[src/rtl/channel_select_ctrl_pkg.sv]
// channel_select_ctrl_pkg
//   Shared constants and types for the channel-select input controller.
//   NUM_CH      : number of analog-mux channels
//   CH_W        : width of a channel address
//   sel_state_t : handshake FSM state encoding
//   cnt_width() : width needed for a counter that must hold 0..max_count
package channel_select_ctrl_pkg;

  localparam int NUM_CH = 8;
  localparam int CH_W   = $clog2(NUM_CH);

  typedef enum logic [1:0] {
    IDLE     = 2'd0,
    WAIT_ACK = 2'd1,
    COMMIT   = 2'd2
  } sel_state_t;

  function automatic int cnt_width(input int max_count);
    int w;
    w = $clog2(max_count + 1);
    return (w < 1) ? 1 : w;
  endfunction

endpackage

[src/rtl/channel_select_ctrl_if.sv]
// channel_select_ctrl_if
//   Request/acknowledge link between the channel-select controller and the
//   ADC analog-mux controller.
//   chan_req      : request pending (controller -> mux)
//   chan_req_addr : requested channel, stable while chan_req is high
//   chan_ack      : mux has applied the requested address (mux -> controller)
//   master modport: the channel-select controller; slave: the mux controller.
interface channel_select_ctrl_if;
  import channel_select_ctrl_pkg::*;

  logic            chan_req;
  logic [CH_W-1:0] chan_req_addr;
  logic            chan_ack;

  modport master (output chan_req, output chan_req_addr, input chan_ack);
  modport slave  (input chan_req, input chan_req_addr, output chan_ack);

endinterface

[src/rtl/channel_select_ctrl_input_debounce.sv]
// channel_select_ctrl_input_debounce
//   Conditions one raw asynchronous front-panel input: two-flop synchroniser
//   followed by a stability counter. The output follows the synchronised
//   value once it has held for DEBOUNCE_CYCLES consecutive cycles.
//   clk    : system clock
//   resetn : synchronous active-low reset (clears all state, output 0)
//   raw    : asynchronous input
//   stable : debounced, synchronous output
module channel_select_ctrl_input_debounce
  import channel_select_ctrl_pkg::*;
#(
  parameter int DEBOUNCE_CYCLES = 500000
) (
  input  logic clk,
  input  logic resetn,
  input  logic raw,
  output logic stable
);

  localparam int CNT_W = cnt_width(DEBOUNCE_CYCLES);

  logic             sync1_reg;
  logic             sync2_reg;
  logic             stable_reg;
  logic [CNT_W-1:0] cnt_reg;

  // For a single bit, "synced value differs from the accepted value" is the
  // run being timed; any bounce back to the accepted value restarts the count.
  always_ff @(posedge clk) begin
    if (!resetn) begin
      sync1_reg  <= 1'b0;
      sync2_reg  <= 1'b0;
      stable_reg <= 1'b0;
      cnt_reg    <= '0;
    end else begin
      sync1_reg <= raw;
      sync2_reg <= sync1_reg;
      if (sync2_reg == stable_reg) begin
        cnt_reg <= '0;
      end else if (cnt_reg == CNT_W'(DEBOUNCE_CYCLES - 1)) begin
        stable_reg <= sync2_reg;
        cnt_reg    <= '0;
      end else begin
        cnt_reg <= cnt_reg + CNT_W'(1);
      end
    end
  end

  assign stable = stable_reg;

endmodule

[src/rtl/channel_select_ctrl.sv]
// channel_select_ctrl
//   Turns front-panel DIP switches and up/down buttons into a validated
//   channel address for the ADC analog-mux front end. Each new selection is
//   requested over req_if and committed to chan_addr only after chan_ack.
//   clk          : system clock
//   resetn       : synchronous active-low reset
//   sw_raw       : raw DIP switches, one-hot channel select
//   btn_up       : raw pushbutton, next channel
//   btn_dn       : raw pushbutton, previous channel
//   req_if       : chan_req / chan_req_addr out, chan_ack in
//   chan_addr    : committed channel address
//   chan_changed : one-cycle pulse when chan_addr is committed
//   sel_err      : sticky error (ack timeout or several switches set)
module channel_select_ctrl
  import channel_select_ctrl_pkg::*;
#(
  parameter int DEBOUNCE_CYCLES = 500000,
  parameter int ACK_TIMEOUT     = 65535
) (
  input  logic                        clk,
  input  logic                        resetn,
  input  logic [NUM_CH-1:0]           sw_raw,
  input  logic                        btn_up,
  input  logic                        btn_dn,
  channel_select_ctrl_if.master       req_if,
  output logic [CH_W-1:0]             chan_addr,
  output logic                        chan_changed,
  output logic                        sel_err
);

  localparam int NUM_IN = NUM_CH + 2;
  localparam int TMR_W  = cnt_width(ACK_TIMEOUT);

  // Input conditioning: switches in the low bits, then up, then down.
  logic [NUM_IN-1:0] raw_bus;
  logic [NUM_IN-1:0] db_bus;

  assign raw_bus = {btn_dn, btn_up, sw_raw};

  generate
    for (genvar gi = 0; gi < NUM_IN; gi++) begin : g_debounce
      channel_select_ctrl_input_debounce #(
        .DEBOUNCE_CYCLES (DEBOUNCE_CYCLES)
      ) u_debounce (
        .clk    (clk),
        .resetn (resetn),
        .raw    (raw_bus[gi]),
        .stable (db_bus[gi])
      );
    end
  endgenerate

  logic [NUM_CH-1:0] sw_db;
  logic              up_db;
  logic              dn_db;

  assign sw_db = db_bus[NUM_CH-1:0];
  assign up_db = db_bus[NUM_CH];
  assign dn_db = db_bus[NUM_CH+1];

  // State
  logic [NUM_CH-1:0] sw_prev_reg;
  logic              up_prev_reg;
  logic              dn_prev_reg;
  logic [CH_W-1:0]   tgt_reg, tgt_next;
  sel_state_t        state_reg, state_next;
  logic [TMR_W-1:0]  timer_reg, timer_next;
  logic              req_reg, req_next;
  logic [CH_W-1:0]   req_addr_reg, req_addr_next;
  logic [CH_W-1:0]   chan_addr_reg, chan_addr_next;
  logic              changed_reg, changed_next;
  logic              sel_err_reg, sel_err_next;

  // Switch decode
  logic [CH_W-1:0] sw_idx;
  int              sw_ones;

  always_comb begin
    sw_idx  = '0;
    sw_ones = $countones(sw_db);
    for (int i = 0; i < NUM_CH; i++) begin
      if (sw_db[i]) begin
        sw_idx = CH_W'(i);
      end
    end
  end

  // Timeout expiry; an ack in the same cycle takes precedence.
  logic abort;
  assign abort = (state_reg == WAIT_ACK) && !req_if.chan_ack &&
                 (timer_reg == TMR_W'(ACK_TIMEOUT - 1));

  // Target select. An abort rolls the target back to the committed address;
  // a switch change or button edge arriving that same cycle applies on top.
  logic [CH_W-1:0] tgt_base;
  logic            sw_changed;
  logic            up_edge;
  logic            dn_edge;
  logic            multi_err;

  always_comb begin
    tgt_base   = abort ? chan_addr_reg : tgt_reg;
    tgt_next   = tgt_base;
    multi_err  = 1'b0;
    sw_changed = (sw_db != sw_prev_reg);
    up_edge    = up_db && !up_prev_reg;
    dn_edge    = dn_db && !dn_prev_reg;
    if (sw_changed) begin
      if (sw_ones == 1) begin
        tgt_next = sw_idx;
      end else if (sw_ones > 1) begin
        multi_err = 1'b1;
      end
    end else if (up_edge && !dn_edge) begin
      tgt_next = (tgt_base == CH_W'(NUM_CH - 1)) ? '0 : tgt_base + CH_W'(1);
    end else if (dn_edge && !up_edge) begin
      tgt_next = (tgt_base == '0) ? CH_W'(NUM_CH - 1) : tgt_base - CH_W'(1);
    end
  end

  // Handshake FSM
  always_comb begin
    state_next     = state_reg;
    timer_next     = timer_reg;
    req_next       = req_reg;
    req_addr_next  = req_addr_reg;
    chan_addr_next = chan_addr_reg;
    changed_next   = 1'b0;
    sel_err_next   = sel_err_reg | multi_err;
    case (state_reg)
      IDLE: begin
        if (tgt_reg != chan_addr_reg) begin
          req_addr_next = tgt_reg;
          req_next      = 1'b1;
          timer_next    = '0;
          state_next    = WAIT_ACK;
        end
      end
      WAIT_ACK: begin
        if (req_if.chan_ack) begin
          req_next   = 1'b0;
          state_next = COMMIT;
        end else if (abort) begin
          req_next     = 1'b0;
          sel_err_next = 1'b1;
          state_next   = IDLE;
        end else begin
          timer_next = timer_reg + TMR_W'(1);
        end
      end
      COMMIT: begin
        chan_addr_next = req_addr_reg;
        changed_next   = 1'b1;
        state_next     = IDLE;
      end
      default: begin
        state_next = IDLE;
      end
    endcase
  end

  always_ff @(posedge clk) begin
    if (!resetn) begin
      sw_prev_reg   <= '0;
      up_prev_reg   <= 1'b0;
      dn_prev_reg   <= 1'b0;
      tgt_reg       <= '0;
      state_reg     <= IDLE;
      timer_reg     <= '0;
      req_reg       <= 1'b0;
      req_addr_reg  <= '0;
      chan_addr_reg <= '0;
      changed_reg   <= 1'b0;
      sel_err_reg   <= 1'b0;
    end else begin
      sw_prev_reg   <= sw_db;
      up_prev_reg   <= up_db;
      dn_prev_reg   <= dn_db;
      tgt_reg       <= tgt_next;
      state_reg     <= state_next;
      timer_reg     <= timer_next;
      req_reg       <= req_next;
      req_addr_reg  <= req_addr_next;
      chan_addr_reg <= chan_addr_next;
      changed_reg   <= changed_next;
      sel_err_reg   <= sel_err_next;
    end
  end

  assign req_if.chan_req      = req_reg;
  assign req_if.chan_req_addr = req_addr_reg;
  assign chan_addr            = chan_addr_reg;
  assign chan_changed         = changed_reg;
  assign sel_err              = sel_err_reg;

endmodule

[src/flat_wrapper.sv]
// flat-port wrapper written by rule: the top's interface ports become plain ports
module channel_select_ctrl_flat import channel_select_ctrl_pkg::*;
#(
  parameter int DEBOUNCE_CYCLES = 500000,
  parameter int ACK_TIMEOUT     = 65535
)
  (clk, resetn, sw_raw, btn_up, btn_dn, chan_addr, chan_changed, sel_err, req_if_chan_req, req_if_chan_req_addr, req_if_chan_ack);
  channel_select_ctrl_if req_if_i ();
  input  logic clk;
  input  logic resetn;
  input  logic [NUM_CH-1:0] sw_raw;
  input  logic btn_up;
  input  logic btn_dn;
  output logic [CH_W-1:0] chan_addr;
  output logic chan_changed;
  output logic sel_err;
  output wire logic [$bits(req_if_i.chan_req)-1:0] req_if_chan_req;
  output wire logic [$bits(req_if_i.chan_req_addr)-1:0] req_if_chan_req_addr;
  input wire logic [$bits(req_if_i.chan_ack)-1:0] req_if_chan_ack;
  assign req_if_chan_req = req_if_i.chan_req;
  assign req_if_chan_req_addr = req_if_i.chan_req_addr;
  assign req_if_i.chan_ack = req_if_chan_ack;
  channel_select_ctrl #(.DEBOUNCE_CYCLES(DEBOUNCE_CYCLES), .ACK_TIMEOUT(ACK_TIMEOUT)) u_core (.clk(clk), .resetn(resetn), .sw_raw(sw_raw), .btn_up(btn_up), .btn_dn(btn_dn), .req_if(req_if_i), .chan_addr(chan_addr), .chan_changed(chan_changed), .sel_err(sel_err));
endmodule
[config.mk]
export PLATFORM = sky130hd
export DESIGN_NAME = channel_select_ctrl_flat
export DESIGN_NICKNAME = d
export VERILOG_FILES = /design/src/rtl/channel_select_ctrl_pkg.sv /design/src/rtl/channel_select_ctrl_if.sv /design/src/rtl/channel_select_ctrl_input_debounce.sv /design/src/rtl/channel_select_ctrl.sv /design/src/flat_wrapper.sv
export SDC_FILE = /design/constraint.sdc
export NUM_CORES = 1
export LEC_CHECK = 0
export ABC_AREA = 1
export BUFFER_PORTS_ARGS = -buffer_cell sky130_fd_sc_hd__buf_4
export CORE_UTILIZATION = 64
export CTS_CLUSTER_SIZE = 20
export DETAILED_ROUTE_END_ITERATION = 8
export GPL_ROUTABILITY_DRIVEN = 0
export PLACE_DENSITY = 0.81
export REMOVE_ABC_BUFFERS = 1
export SETUP_SLACK_MARGIN = 0.5
export SKIP_LAST_GASP = 1
export SLEW_MARGIN = 5
export SYNTH_ARGS = -nofsm -noshare
export SYNTH_HDL_FRONTEND = slang
export SYNTH_HIERARCHICAL = 1
export SYNTH_SLANG_ARGS = --single-unit
export TNS_END_PERCENT = 20
[constraint.sdc]
create_clock -name clk -period 4.6 [get_ports clk]
set_clock_uncertainty 0.1 [all_clocks]
set_input_delay 0.23 -clock clk [delete_from_list [all_inputs] [get_ports clk]]
set_output_delay 0.23 -clock clk [all_outputs]
set_load 0.02 [all_outputs]
Word-level counts from Yosys, hierarchy flattened --
Cells that the tools add are included.
Storage, ports and cells: flip-flop bits (word level) 260, input bits 13, logic and storage cells 186
Operators by class: bitwise logic cells 12, equality and inequality tests 31, multiplexer cells 33, add/subtract/negate cells 20, reduce and logical (&&, ||, !) cells 38, order comparisons 1
Operator list (number):
- 19-bit by 1-bit adder with 19-bit output (second input constant) | 10
- 19-bit == test (second input constant) | 10
- 32-bit adder | 3
- 16-bit two-way mux | 3
- 3-bit two-way mux | 11
- 32-bit by 2-bit == test with 1-bit output (second input constant) | 1
- 32-bit by 2-bit > comparator with 1-bit output (second input constant) | 1
- 16-bit one-hot mux with 2 select lines | 1
- 3-bit OR reduction | 10
- 2-bit AND reduction | 12
- 16-bit by 1-bit adder with 16-bit output (second input constant) | 1
- 16-bit == test (second input constant) | 1
- 1-bit two-way mux | 11
- 1-bit inverter | 11
- 1-bit == test | 10
- 2-bit two-way mux | 5
- 1-bit by 1-bit adder with 2-bit output | 4
- 8-bit != test | 1
- 1-bit logical AND | 6
- 1-bit zero test | 5
- 2-bit != test (second input constant) | 2
- 2-bit one-hot mux with 2 select lines | 1
- 4-bit AND reduction | 1
- 3-bit by 1-bit adder with 3-bit output (second input constant) | 1
- other kinds (13) | 13

Depth between registers and ports, before layout --
word-level depth 11, gate-level depth with buffers 16, mapped depth without buffers 16

Cells and area by module --
The synthesis kept the hierarchy.
By module, submodules not included:
- channel_select_ctrl_input_debounce at u_core.g_debounce[0].u_debounce ... | seq. area each 440.4 sq um, cells each 181, times used 8, area an instance 1199.9 sq um
- channel_select_ctrl | seq. area each 800.8 sq um, cells each 385, times used 1, area an instance 2481.1 sq um
- channel_select_ctrl_input_debounce at u_core.g_debounce[4].u_debounce | seq. area each 440.4 sq um, cells each 182, times used 1, area an instance 1163.6 sq um
- channel_select_ctrl_input_debounce at u_core.g_debounce[9].u_debounce | seq. area each 440.4 sq um, cells each 157, times used 1, area an instance 1078.5 sq um

Least setup slack after synthesis --
Ideal clock, no wire load.
kind reg2reg, start point reg u_core.g_debounce[0].u_debounce.stable_reg, end point reg u_core.tgt_reg[2], buffers on the path 0, setup slack 1.226 ns, arrival 3.204 ns, library setup time 0.070 ns, stages on the path, launching flop included 16, cells stage by stage dfxtp_1 -> inv_1 -> fa_1 -> fa_1 -> fa_1 -> inv_1 -> ha_1 -> inv_1 -> fa_1 -> nand2_1 -> nand3b_1 -> a21oi_1 -> nor2_1 -> nand2_1 -> nand2_1 -> a21oi_1
Between the ends: longest elaborated chain between the ends 6
Ends and longest elaborated chain:
- start, declared | RTL line channel_select_ctrl_input_debounce.sv:24 | logic stable_reg;
- start signal, assigned | RTL line channel_select_ctrl_input_debounce.sv:41 | stable_reg <= sync2_reg;
- 1-bit by 1-bit adder with 2-bit output (not written as such) | RTL line channel_select_ctrl.sv:80 | sw_ones = $countones(sw_db);
- 32-bit adder (not written as such) (2 in series) | RTL line channel_select_ctrl.sv:80
- 32-bit by 2-bit == test with 1-bit output | RTL line channel_select_ctrl.sv:109 | if (sw_ones == 1) begin
- 3-bit two-way mux | RTL line channel_select_ctrl.sv:109
- 3-bit two-way mux * | RTL line channel_select_ctrl.sv:108 | if (sw_changed) begin
- end signal, assigned | RTL line channel_select_ctrl.sv:179 | tgt_reg <= tgt_next;
- end, declared | RTL line channel_select_ctrl.sv:65 | logic [CH_W-1:0] tgt_reg, tgt_next;
Mark *: on every way between the ends. The rest lies on a longest branch, timed or not. A chain may end at the register's enable or synchronous reset.

Final worst setup path --
Ends and elaborated chain as after synthesis.

==> reports/qor.yml <==
hold_path.class: "in -> reg"
final_nets: 2253
largest_reg_flops: 190
h-tree-depth: 1
worstSetupEndpointType: "flip-flop"
final.period_utilization_pct: 78.6
tightest_slew_ps: 676
netlist_top_cells_count: "nand2_1, nor2_1, inv_1"
grt_overflow: 0
synthCells: 2172
finalInstanceArea_sq_mm: 0.0157
yosysMostFrequentCell: "nand2_1"
drt-total-wl_mm: 29.2
fin_ws_ps: 982
vdd_drop_max_uv: 288
r2r_start: "u_core/g_debounce[0].u_debounce/stable"
netlist_area_sq_mm: 0.0143
maxCapViolations: 0
relSlewSlack_pct: 54.9
ios: 22
ys_seq_area_share_pct: 36.3
grtUsageTotal_pct: 25.9
required_ps: 4980
ys.flop_type: "dfxtp_1"
vias: 12749
core_area_sq_mm: 0.0219
place_area_sq_mm: 0.0146
cts_inserted_buffers: 28
startpoint: "u_core/g_debounce[0].u_debounce/stable"
drive_gt1_share_pct: 12.1
grt_pass1_wl_mm: 49.8
clock_latency_ps: 550
hold_ws_ps: 90.9
outcome: "finished, final reports clean"
path_class: "reg -> reg"
post_layout_nonfiller_instances: 2515
cellPowerDensity_mw_per_mm2: 301
antenna_found_initial: 0
clockBufferDepth: 3
first_pass_iters: 6
drc_errors: 0
drv_slew: 0
dieArea_sq_mm: 0.0230
vias_per_cell: 5.07
synth_top_area_cell: "dfxtp_1"
start_util_pct: 65.4
tns_ps: 0
hpwl_mm: 20.6
diodes: 0
min_period_ps: 3620
rows: 54
synth.area.top_cells: "dfxtp_1, nand2_1, nor2_1"
grt_pass1_vias: 11666
dieWidth_um: 152
multi_input_area_sq_mm: 0.00767
cp.arrival_ps: 4000
synth-edff-count: 0
antenna_left: 0
fmax_mhz: 276
rsz0062_at_grt: "false"
clock_sinks: 260
cp_max_fo: 6
ys_ff_latch: 260
io_buffers: 21
synth_top_area_share_pct: 36.3
cts_tree: "built"
leakage_nw: 6.05
nFillCells: 1801
avgSynthCellArea_sq_um: 6.59
hold_violations: 0
cts_root_buf: "clkbuf_16"
die_y_um: 152
routedWlPerCell_um: 11.6
ys_warn_count: 6
setup_viol: 0
area_growth_pct: 9.48
regArea_sq_mm: 0.00520
dp_worst_setup_slack_ps: 1010
ys_types: 36
worstHoldStart: "resetn"
synthArstFlopShare_pct: 0
path_clk_slew_ps: 60
grt_max_degree: 62
drt_iter0_markers: 701
crit_path_start_kind: "flip-flop"
place_inst: 2457
layer usage:
| metal | vias up | routed length, um | global-route usage [%] | share of wire [%] |
|---|---|---|---|---|
| met5 | - | 0 | 0 | 0 |
| met4 | 0 | 833 | 9.60 | 2.9 |
| met3 | 64 | 1430 | 3.83 | 4.9 |
| met2 | 285 | 13700 | 45.3 | 47 |
| met1 | 5670 | 13300 | 32.1 | 45 |
| li1 | 6730 | - | - | - |
placed cells by master (no fill, tap or decap), types with 3 or more instances in the layout:
master         count
or2_2             20
nor2_2           135
xnor2_1           23
nor3_1            17
dlygate4sd3_1     11
buf_4             21
clkbuf_1           5
clkinv_2           4
ha_1              18
clkbuf_8           3
inv_2              9
nand3_2           21
inv_1            314
nand2_1          568
nand2_4            9
xor2_1            71
nand4_1           20
nor2_4             3
o21ai_0           45
a21oi_1           67
bufinv_16          5
dfxtp_1          260
nand3_1          154
or2_0              4
nand2_2            6
nor2_1           378
fa_1               4
clkbuf_16         29
stage by stage:
stage | util [%] | power (mW)
2_1_floorplan | - | 2.35
3_3_place_gp | 66.7 | 2.38
3_5_place_dp | 66.7 | 2.38
4_1_cts | 71.6 | 4.77
5_1_grt | 71.6 | 4.86
6_report | 71.6 | 4.72
area by class of cell:
class                           instances  share of cell area, %
Sequential cell                       260                   33.2
Inverter                              325                   7.79
Tap cell                              280                   2.23
Multi-Input combinational cell       1571                   48.9
Timing Repair Buffer                   32                   1.71
Clock inverter                         10                   1.16
Clock buffer                           37                   5.01
cells by family (layout without fill, tap and decap cells):
family | Yosys count | after routing | share of synthesized area, %
xor gates and xnor gates | 94 | 94 | 5.75
and+or+nand+nor | 1336 | 1336 | 41.3
AOI/OAI and AO/OA | 119 | 119 | 4.35
buffers and inverters | 341 | 404 | 10.1
adders and majority gates | 22 | 22 | 2.13
DFF | 260 | 260 | 36.3
power by group:
group | leakage [nW] | switching, mW | internal [mW] | total (mW)
clock network | 0.472 | 0.910 | 1.47 | 2.38
logic | 3.48 | 0.0449 | 0.0247 | 0.0696
registers | 2.10 | 0.00665 | 2.26 | 2.27
total | 6.05 | 0.962 | 3.76 | 4.72
final timing paths:
| kind | slack [ps] | depth (start not counted) | endpoint |
|---|---|---|---|
| worst max register to register | 980 | 15 | u_core/tgt_reg[2] |
| worst min register to register | 310 | 2 | u_core/g_debounce[2].u_debounce/sync2_reg |
| worst min-delay path | 90 | 3 | u_core/g_debounce[8].u_debounce/sync2_reg |
| worst max-delay path | 980 | 15 | u_core/tgt_reg[2] |
timing repair:
action	4_1_cts	5_1_grt
setup buffers	0	0
resized for setup	0	0
endpoints found under the hold margin	11	0
hold buffers	11	0
worst max-delay path: stages (launching register included):
cell and delay (ps):
dfxtp_1 390, inv_1 100, fa_1 550, fa_1 430, fa_1 430, inv_1 70
ha_1 170, inv_1 60, fa_1 380, xor2_1 240, nand3b_1 210, a21oi_1 160
nor2_1 50, nand2_1 60, nand2_1 40, a21oi_1 120
Power figures use the tool's default switching activity.
